File: src/rtl/simon_button_input.sv
// Debounced four-button Simon input: synchronizes, priority-selects and debounces one button,
// reporting its code, a held level and one-cycle press/release pulses (latency DEBOUNCE_CYCLES+3).
module simon_button_input #(
  parameter int DEBOUNCE_CYCLES = 1000000
) (
  input  logic       clk,
  input  logic       reset,
  input  logic       SimonBtnTL,
  input  logic       SimonBtnTR,
  input  logic       SimonBtnBL,
  input  logic       SimonBtnBR,
  output logic [1:0] color,
  output logic       pressed,
  output logic       press_event,
  output logic       release_event
);

  localparam logic [23:0] LAST = 24'(DEBOUNCE_CYCLES - 1);

  typedef enum logic [1:0] {
    IDLE,
    PRESS_WAIT,
    HELD,
    RELEASE_WAIT
  } state_t;

  state_t      state;
  logic [23:0] cnt;
  logic [1:0]  cand;
  logic [3:0]  sync1;
  logic [3:0]  sync2;
  logic [1:0]  raw_sel;
  logic        any;
  logic        held_up;

  // Bit index equals the button code, so sync2[color] is the accepted button.
  always_ff @(posedge clk) begin
    if (reset) begin
      sync1 <= 4'hF;
      sync2 <= 4'hF;
    end else begin
      sync1 <= {SimonBtnBR, SimonBtnBL, SimonBtnTR, SimonBtnTL};
      sync2 <= sync1;
    end
  end

  always_comb begin
    raw_sel = 2'd3;
    if (!sync2[0])      raw_sel = 2'd0;
    else if (!sync2[2]) raw_sel = 2'd2;
    else if (!sync2[1]) raw_sel = 2'd1;
    any     = (sync2 != 4'hF);
    held_up = sync2[color];
  end

  always_ff @(posedge clk) begin
    if (reset) begin
      state         <= IDLE;
      cnt           <= '0;
      cand          <= '0;
      color         <= '0;
      pressed       <= 1'b0;
      press_event   <= 1'b0;
      release_event <= 1'b0;
    end else begin
      press_event   <= 1'b0;
      release_event <= 1'b0;
      case (state)
        IDLE: begin
          if (any) begin
            state <= PRESS_WAIT;
            cand  <= raw_sel;
            cnt   <= '0;
          end
        end
        PRESS_WAIT: begin
          if (!any) begin
            state <= IDLE;
          end else if (raw_sel != cand) begin
            cand <= raw_sel;
            cnt  <= '0;
          end else if (cnt == LAST) begin
            state       <= HELD;
            color       <= cand;
            pressed     <= 1'b1;
            press_event <= 1'b1;
          end else begin
            cnt <= cnt + 24'd1;
          end
        end
        HELD: begin
          // Other buttons are deliberately ignored while one is held.
          if (held_up) begin
            state <= RELEASE_WAIT;
            cnt   <= '0;
          end
        end
        RELEASE_WAIT: begin
          if (!held_up) begin
            state <= HELD;
          end else if (cnt == LAST) begin
            state         <= IDLE;
            pressed       <= 1'b0;
            release_event <= 1'b1;
          end else begin
            cnt <= cnt + 24'd1;
          end
        end
        default: state <= IDLE;
      endcase
    end
  end

endmodule

File: config.mk
export PLATFORM = sky130hd
export DESIGN_NAME = simon_button_input
export DESIGN_NICKNAME = d
export VERILOG_FILES = /design/src/rtl/simon_button_input.sv
export SDC_FILE = /design/constraint.sdc
export NUM_CORES = 1
export LEC_CHECK = 0
export CAP_MARGIN = 20
export CELL_PAD_IN_SITES_DETAIL_PLACEMENT = 0
export CELL_PAD_IN_SITES_GLOBAL_PLACEMENT = 1
export CORE_MARGIN = 3
export CORE_UTILIZATION = 35
export DETAILED_ROUTE_END_ITERATION = 8
export DONT_BUFFER_PORTS = 1
export GPL_TIMING_DRIVEN = 0
export PLACE_DENSITY_LB_ADDON = 0.1
export SYNTH_ARGS = -nofsm -noshare
export SYNTH_HDL_FRONTEND = slang
export SYNTH_SLANG_ARGS = --single-unit
File: constraint.sdc
create_clock -name clk -period 2.3 [get_ports clk]
set_input_delay 0.46 -clock clk [delete_from_list [all_inputs] [get_ports clk]]
set_output_delay 0.46 -clock clk [all_outputs]
set_load 0.005 [all_outputs]
* Yosys cells after proc, flatten, opt, wreduce, memory -nomap -nowiden *
Index checks and enable logic that the tools add are counted.

storage, ports and cells
  ROM bits = 0
  memories kept = 0
  flip-flop bits (word level) = 41
  input bits = 6
  bits in latches = 0
  memory bits (writable) = 0

cells by class
  mux-type cells = 31
  equal/unequal tests = 17
  reduce and logical (&&, ||, !) cells = 10
  add/subtract/negate cells = 1
  shift-type cells = 0
  bitwise gates (word level) = 5
  $mul = 0
  order comparisons = 1
  divide/modulo/power cells = 0

operators with widths
  kind                     count
  $mux W24                 6
  $pmux W24 S4             1
  $mux W2                  13
  $add A24 B1 Y24 const B  1
  $eq A24 B20 Y1 const B   1
  $ne A2 B2 Y1 const B     8
  $reduce_and A4 Y1        3
  $ne A3 B3 Y1 const B     3
  $pmux W2 S4              1
  $mux W1                  7
  $reduce_and A6 Y1        1
  $not A1 Y1               5
  $reduce_and A5 Y1        1
  $eq A2 B2 Y1 const B     2
  $ne A4 B4 Y1 const B     1
  $pmux W2 S2              1
  $reduce_bool A2 Y1       2
  $reduce_or A4 Y1         1
  $lt A2 B3 Y1 const B     1
  $reduce_or A3 Y1         1
  $bmux W1 S2              1
  $eq A2 B1 Y1 const B     1
  $logic_not A2 Y1         1
  $ne A2 B2 Y1             1
  $pmux W1 S2              1

* Depth between registers and ports, before layout *
Gate-level depths: netlist of run 1.

  depth in word-level cells = 7
  mapped depth = 8
  depth with buffers taken out = 6

* Worst setup path after synthesis of run 1 *
OpenSTA, ideal clock, no wires.

  path kind = reg2reg
  start point = register cnt[20]
  end point = register cnt[19]
  slack = 0.333 ns
  path buffers = 2
  stages on the path, launching flop included = 8
  clock period less this slack = 1.967 ns
  data arrival time = 1.852 ns
  required time = 2.185 ns
  cell sequence = dfxtp_1 or4_4 or3_4 o21ai_2 buf_6 buf_6 nor4_1 o21ba_1

on the way
  word-level cells in the longest chain between the ends = 5
  elaborated cells on any way between the ends = 6

RTL lines
  element                 RTL line  text
  start, declared         28        logic [23:0] cnt;
  start signal, assigned  88        cnt <= cnt + 24'd1;
  start signal, assigned  106       cnt <= cnt + 24'd1;
  $eq A24 B20 Y1 *        82, 101
  $mux W24 *              n/a
  $mux W24 (2 in series)  n/a
  $pmux W24 S4 *          n/a

Mark *: on every way between the ends. The rest lies on a longest branch, timed or not. The select of a mux whose other input is x is not followed.
A chain may end at the register's enable or synchronous reset.

* Worst setup path after layout of run 1 *
  start point = register cnt[7]
  end point = register cnt[19]

on the way
  word-level cells in the longest chain between the ends = 5
  elaborated cells on any way between the ends = 7

RTL lines
  element                                                   RTL line  text
  $add A24 B1 Y24 / $eq A24 B20 Y1 (equally long branches)  n/a
  $mux W24 *                                                82, 101
  $mux W24                                                  79        end else if (raw_sel != cand) begin
  $mux W24                                                  77        if (!any) begin
  $pmux W24 S4 *                                            68        case (state)

Marked as above.

==> results.toml, run 1 <==
[outcome]
status = "completed"

[job]
maxCapViolCount = 0

[logic_synthesis]
synth.distinct_cells = 49
synth-seq-cells = 41
async_reset_ff_share_pct = 0
yosysSeqAreaShare_pct = 40.8
synth_top_area_share_pct = 40.8
syn_area_mm2 = 0.00201
synth_edf_count = 0
syn_avg_cell_area_um2 = 8.75
yosysWarnings = 0
synth_cells = 230
synth_fp_nets = 237
synth_ff_type = "dfxtp_1"
synth.most_common_cell = "dfxtp_1"
synthTopCellsByCount = "41 x dfxtp_1, 25 x a21oi_1, 16 x o31ai_1"
yosysTopAreaCell = "dfxtp_1"
synth.area.top_cells = "dfxtp_1 41%, a21oi_1 6.2%, o31ai_1 6.0%, or4_1 5.2%, nand3_1 3.0%"

[setup_path]
slowest_delay_ps = 600
crit_path_top_delay_cell = "or4b_1"
endpoint_kind = "flop"
required_ps = 2490
cp_data_arrival_time_ps = 2360
crit_type = "reg2reg"
rr_worst_depth = 7
r2r-end = "cnt[19]$_SDFFE_PP0P_"
worst_setup_path_start_kind = "flop"
cp_max_fo = 10
r2r-start = "cnt[7]$_SDFFE_PP0P_"
cp_cell_sequence = "or4b_1 -> or3_4 -> o21ai_2 -> buf_6 -> buf_6 -> nor4_1 -> o21ba_1"
ff2ff_setup_slack_ps = 120
crit_top_cell = "buf_6"

[power_and_ir_drop]
max-vdd-ir-drop_mv = 0.325
power.leakage_nw = 0.674
power_density_mw_per_mm2 = 646

[layout]
finish.utilization_pct = 41.4
fin_cells = 308
drive_gt1_share_pct = 12.6
diodes = 0
nNetsFinal = 244
num-fill-cells = 572
area_delta_synth_final_pct = 9.82

[clock_tree]
path_clk_slew_ps = 80
tritoncts = "built"
clockRootBuffer = "clkbuf_8"
holdBufCountCts = 0
post_cts_resized = 0
cts_buffers = 5
postCtsSetupRepairBufs = 0
clock_latency_ps = 290
htreeDepth = 2
clock_tree.buffer_depth = 2
clock-sinks = 41

[place]
gp_congestion = 0.759
hpwlAfterDp_um = 3440
dpl.cell_count = 300
preCtsSetupSlack_ps = 35.8
portBuffers = 0

[drt]
antenna_left = 0
vias_per_cell = 5.81
wl_um = 4920
drt_first_iter_violations = 106
num_vias = 1791
drc = 0
wl_per_cell_um = 16.0
dr.pass1.iters = 4

[min_path]
hold_start = "SimonBtnBL"
whs_endpoint = "sync1[2]$_SDFF_PP1_"
hold_path.class = "in2reg"
hold_path_depth = 1

[timing]
relSlewSlack_pct = 62.1
worst_pin_slew_ps = 567
fin_crit_ps = 2180
fin_ws_ps = 123
final_hold_viol_count = 0
clock_skew_ps = 6.18
setup_viol = 0
fin_crit_sh_pct = 94.6
finalSetupTns_ps = 0
drv_slew = 0
rsz0062_at_grt = "false"
fmax_mhz = 459

[global_routing]
antenna_found_initial = 0
grt_first_pass_wirelength_um = 8200
grt_max_degree = 13
track_usage_pct = 16.0
overflow = 0
first_global_vias = 1611

[die]
coreArea_mm2 = 0.00534
die_y_um = 81.8
pin_count = 11
initial_core_util_pct = 37.7
rows = 26
die_w_um = 81.8
die_area_mm2 = 0.00670
## layer usage
metal	up-vias	GRT usage [%]	part of all wire, %
li1	911	-	-
met1	842	23.7	54
met2	34	22.8	41
met3	4	3.73	4.0
met4	0	4.82	0.94
met5	-	0	0
## cells by family after synthesis
kind of cell | share of synthesized area, %
AOI/OAI and AO/OA | 22.9
xor gates and xnor gates | 0.870
adders and majority gates | 0.621
buffers and inverters | 4.60
DFF | 40.8
muxes | 1.62
and+or+nand+nor | 28.7
## worst max-delay path by stage
stage | cells after the start | slack (ps) | from | to
after floorplan | 7 | 330 | cnt[20]$_SDFFE_PP0P_ | cnt[19]$_SDFFE_PP0P_
after global placement | 7 | 3 | cnt[9]$_SDFFE_PP0P_ | cnt[19]$_SDFFE_PP0P_
after detailed placement | 6 | 40 | sync2[2]$_SDFF_PP1_ | cnt[10]$_SDFFE_PP0P_
after CTS | 7 | 20 | cnt[9]$_SDFFE_PP0P_ | cnt[19]$_SDFFE_PP0P_
after global routing | 7 | 20 | cnt[4]$_SDFFE_PP0P_ | cnt[19]$_SDFFE_PP0P_
final | 7 | 120 | cnt[7]$_SDFFE_PP0P_ | cnt[19]$_SDFFE_PP0P_
## report_power, final
part	internal [W]	switching [W]	leakage, nW
combinational	0.0000596	0.000109	0.287
sequential	0.000728	0.0000201	0.333
clock	0.000271	0.000241	0.0542
## through the flow
stage	area (um2)	total power, W	hold slack (ps)
3_3_place_gp	2100	0.000935	392
2_1_floorplan	2010	0.000882	389
4_1_cts	2200	0.00145	266
6_report	2210	0.00143	273
5_1_grt	2210	0.00150	254
3_5_place_dp	2100	0.000932	397
## placed cells by master (no fill, tap or decap), types with 4 or more instances in the layout
cell      netlist  routed
dfxtp_1        41      41
nand3_1        12      12
nor2_1         10      10
or4_1          14      14
nand2_1        12      12
o31ai_1        16      16
nand4_1         8       8
and3_1          5       5
or2_2           8       8
a211oi_1        4       4
o21ai_0         7       7
inv_1           6       6
clkbuf_1        6       4
nor3_1          6       6
or3_1           6       6
a21oi_1        25      25
clkbuf_8        0       7
## worst max-delay path: cells and delay by family, from the launching register on
kind	cells	cell delay, ps
AND/OR/NAND/NOR	3	1050
flip-flops	1	350
AO/OA/AOI/OAI	2	330
buffers and inverters	2	330
## flip-flops by register name, indices dropped and copies added, names as in the netlist
register,count
press_event,1
sync2,4
pressed,1
color,2
state,2
cand,2
cnt,24
release_event,1
sync1,4
## cell type report
class                   instances  area (um2)  share of cell area, %
clock buffers                   7        96.3                   4.36
flip-flops and latches         41         821                   37.1
plain buffers                  12        72.6                   3.28
inverters                       6        22.5                   1.02
multi-input cells             171        1110                   50.0
well taps                      70        87.6                   3.96
clock inverters                 1        5.00                  0.226
Power figures use the tool's default switching activity.
==> run 2: changes to the inputs <==
CELL_PAD_IN_SITES_DETAIL_PLACEMENT = 1   (was 0)
CELL_PAD_IN_SITES_GLOBAL_PLACEMENT = 2   (was 1)
HOLD_SLACK_MARGIN = 0.03   (was not set)
==> results.toml, run 2 (synthesis results as in run 1) <==
[outcome]
status = "completed"

[die]
die_y_um = 81.8
pin_count = 11
die_w_um = 81.8
rows = 26
die_area_mm2 = 0.00670
initial_core_util_pct = 37.7
coreArea_mm2 = 0.00534

[clock_tree]
clock_latency_ps = 290
path_clk_slew_ps = 80
htreeDepth = 2
clock_tree.buffer_depth = 2
tritoncts = "built"
clock-sinks = 41
holdBufCountCts = 0
postCtsSetupRepairBufs = 0
clockRootBuffer = "clkbuf_8"
post_cts_resized = 0
cts_buffers = 5

[layout]
diodes = 0
final_cell_mix = "41 x dfxtp_1, 25 x a21oi_1, 16 x o31ai_1"
area_delta_synth_final_pct = 10.3
largest_reg_flops = 24
drive_gt1_share_pct = 12.7
mostFrequentLayoutCell = "dfxtp_1"
num-fill-cells = 640
largest_register = "cnt"
nNetsFinal = 244
largestRegisters = "cnt x24, sync1 x4, sync2 x4"

[place]
preCtsSetupSlack_ps = 80.3
gp_congestion = 0.785
portBuffers = 0
hpwlAfterDp_um = 4100

[global_routing]
overflow = 0
grt_max_degree = 13
grt_first_pass_wirelength_um = 9440
track_usage_pct = 18.3
first_global_vias = 1929
antenna_found_initial = 0

[timing]
clock_skew_ps = 3.86
final_hold_viol_count = 0
fin_crit_sh_pct = 94.9
fin_crit_ps = 2180
drv_slew = 0
relSlewSlack_pct = 61.9
worst_pin_slew_ps = 570
setup_viol = 0
fmax_mhz = 458
rsz0062_at_grt = "false"
finalSetupTns_ps = 0
fin_ws_ps = 118

[drt]
dr.pass1.iters = 4
wl_met1_um = 2700
drt_first_iter_violations = 106
top_layer = "met4"
drc = 0
vias_per_cell = 6.12
wl_per_cell_um = 18.2
wl_met3_um = 162
num_vias = 1879
met2_length_um = 2630
antenna_left = 0
wl_um = 5580

[power_and_ir_drop]
switching_share_pct = 25.7
p_switching_w = 0.000383
pwr-share-clk_pct = 37.9
power_density_mw_per_mm2 = 669
power_frac_seq_pct = 50.4
max-vdd-ir-drop_mv = 0.258
power.leakage_nw = 0.675
comb_power_share_pct = 11.6
internal_power_w = 0.00110

[setup_path]
cp_max_fo = 10
required_ps = 2490
cp_data_arrival_time_ps = 2370
ff2ff_setup_slack_ps = 120
endpoint_kind = "flop"
crit_type = "reg2reg"
worst_setup_path_start_kind = "flop"

[job]
maxCapViolCount = 0

[min_path]
hold_path.class = "in2reg"
-- run 2: cell count changes in the layout (fill, tap and decap cells not counted) --
cell / change
clkbuf_8: -2
a41oi_1: -1
a41oi_2: +1
bufinv_16: +1
-- run 2: power by group through the flow --
stage / logic, W / registers (W) / clock network (W)
finish: 0.000173 / 0.000749 / 0.000564
global route: 0.000192 / 0.000754 / 0.000618
CTS: 0.000174 / 0.000748 / 0.000581
detailed placement: 0.000173 / 0.000765 / 0
global placement: 0.000165 / 0.000763 / 0
floorplan: 0.000123 / 0.000758 / 0
-- run 2: final cells by class --
class | count | area (um2) | share of cell area [%]
buffer | 12 | 72.6 | 3.27
clock buffer | 5 | 68.8 | 3.10
clock inverter | 2 | 35.0 | 1.58
inverter | 6 | 22.5 | 1.01
multi-input combinational | 171 | 1110 | 50.1
sequential | 41 | 821 | 37.0
tap | 70 | 87.6 | 3.94
-- run 2: stage by stage --
step	utilization, %	cells	hold WS (ps)	power, W	instance area (um2)
after floorplan	-	230	389	0.000882	2010
after global placement	39.4	300	392	0.000928	2100
after detailed placement	39.4	300	404	0.000938	2100
after CTS	41.3	307	257	0.00150	2200
after global routing	41.6	307	253	0.00156	2220
final	41.6	307	266	0.00149	2220
-- run 2: worst max-delay path, stage by stage (launching register included) --
cell and delay [ps]:
dfxtp_1 350, or4b_1 610, or3_4 390, o21ai_2 150
buf_6 170, buf_6 160, nor4_1 60, o21ba_1 180
-- run 2: worst paths after layout --
kind,to,from,cells after the start
setup / recovery,cnt[19]$_SDFFE_PP0P_,cnt[7]$_SDFFE_PP0P_,7
hold / removal,sync1[0]$_SDFF_PP1_,SimonBtnTL,1
setup reg to reg,cnt[19]$_SDFFE_PP0P_,cnt[7]$_SDFFE_PP0P_,7
hold reg to reg,sync2[0]$_SDFF_PP1_,sync1[0]$_SDFF_PP1_,1
-- run 2: metal layers --
layer | GRT usage, % | vias up
met5 | 0 | -
met4 | 7.14 | 0
met3 | 3.29 | 11
met2 | 29.2 | 32
met1 | 24.5 | 927
li1 | - | 909
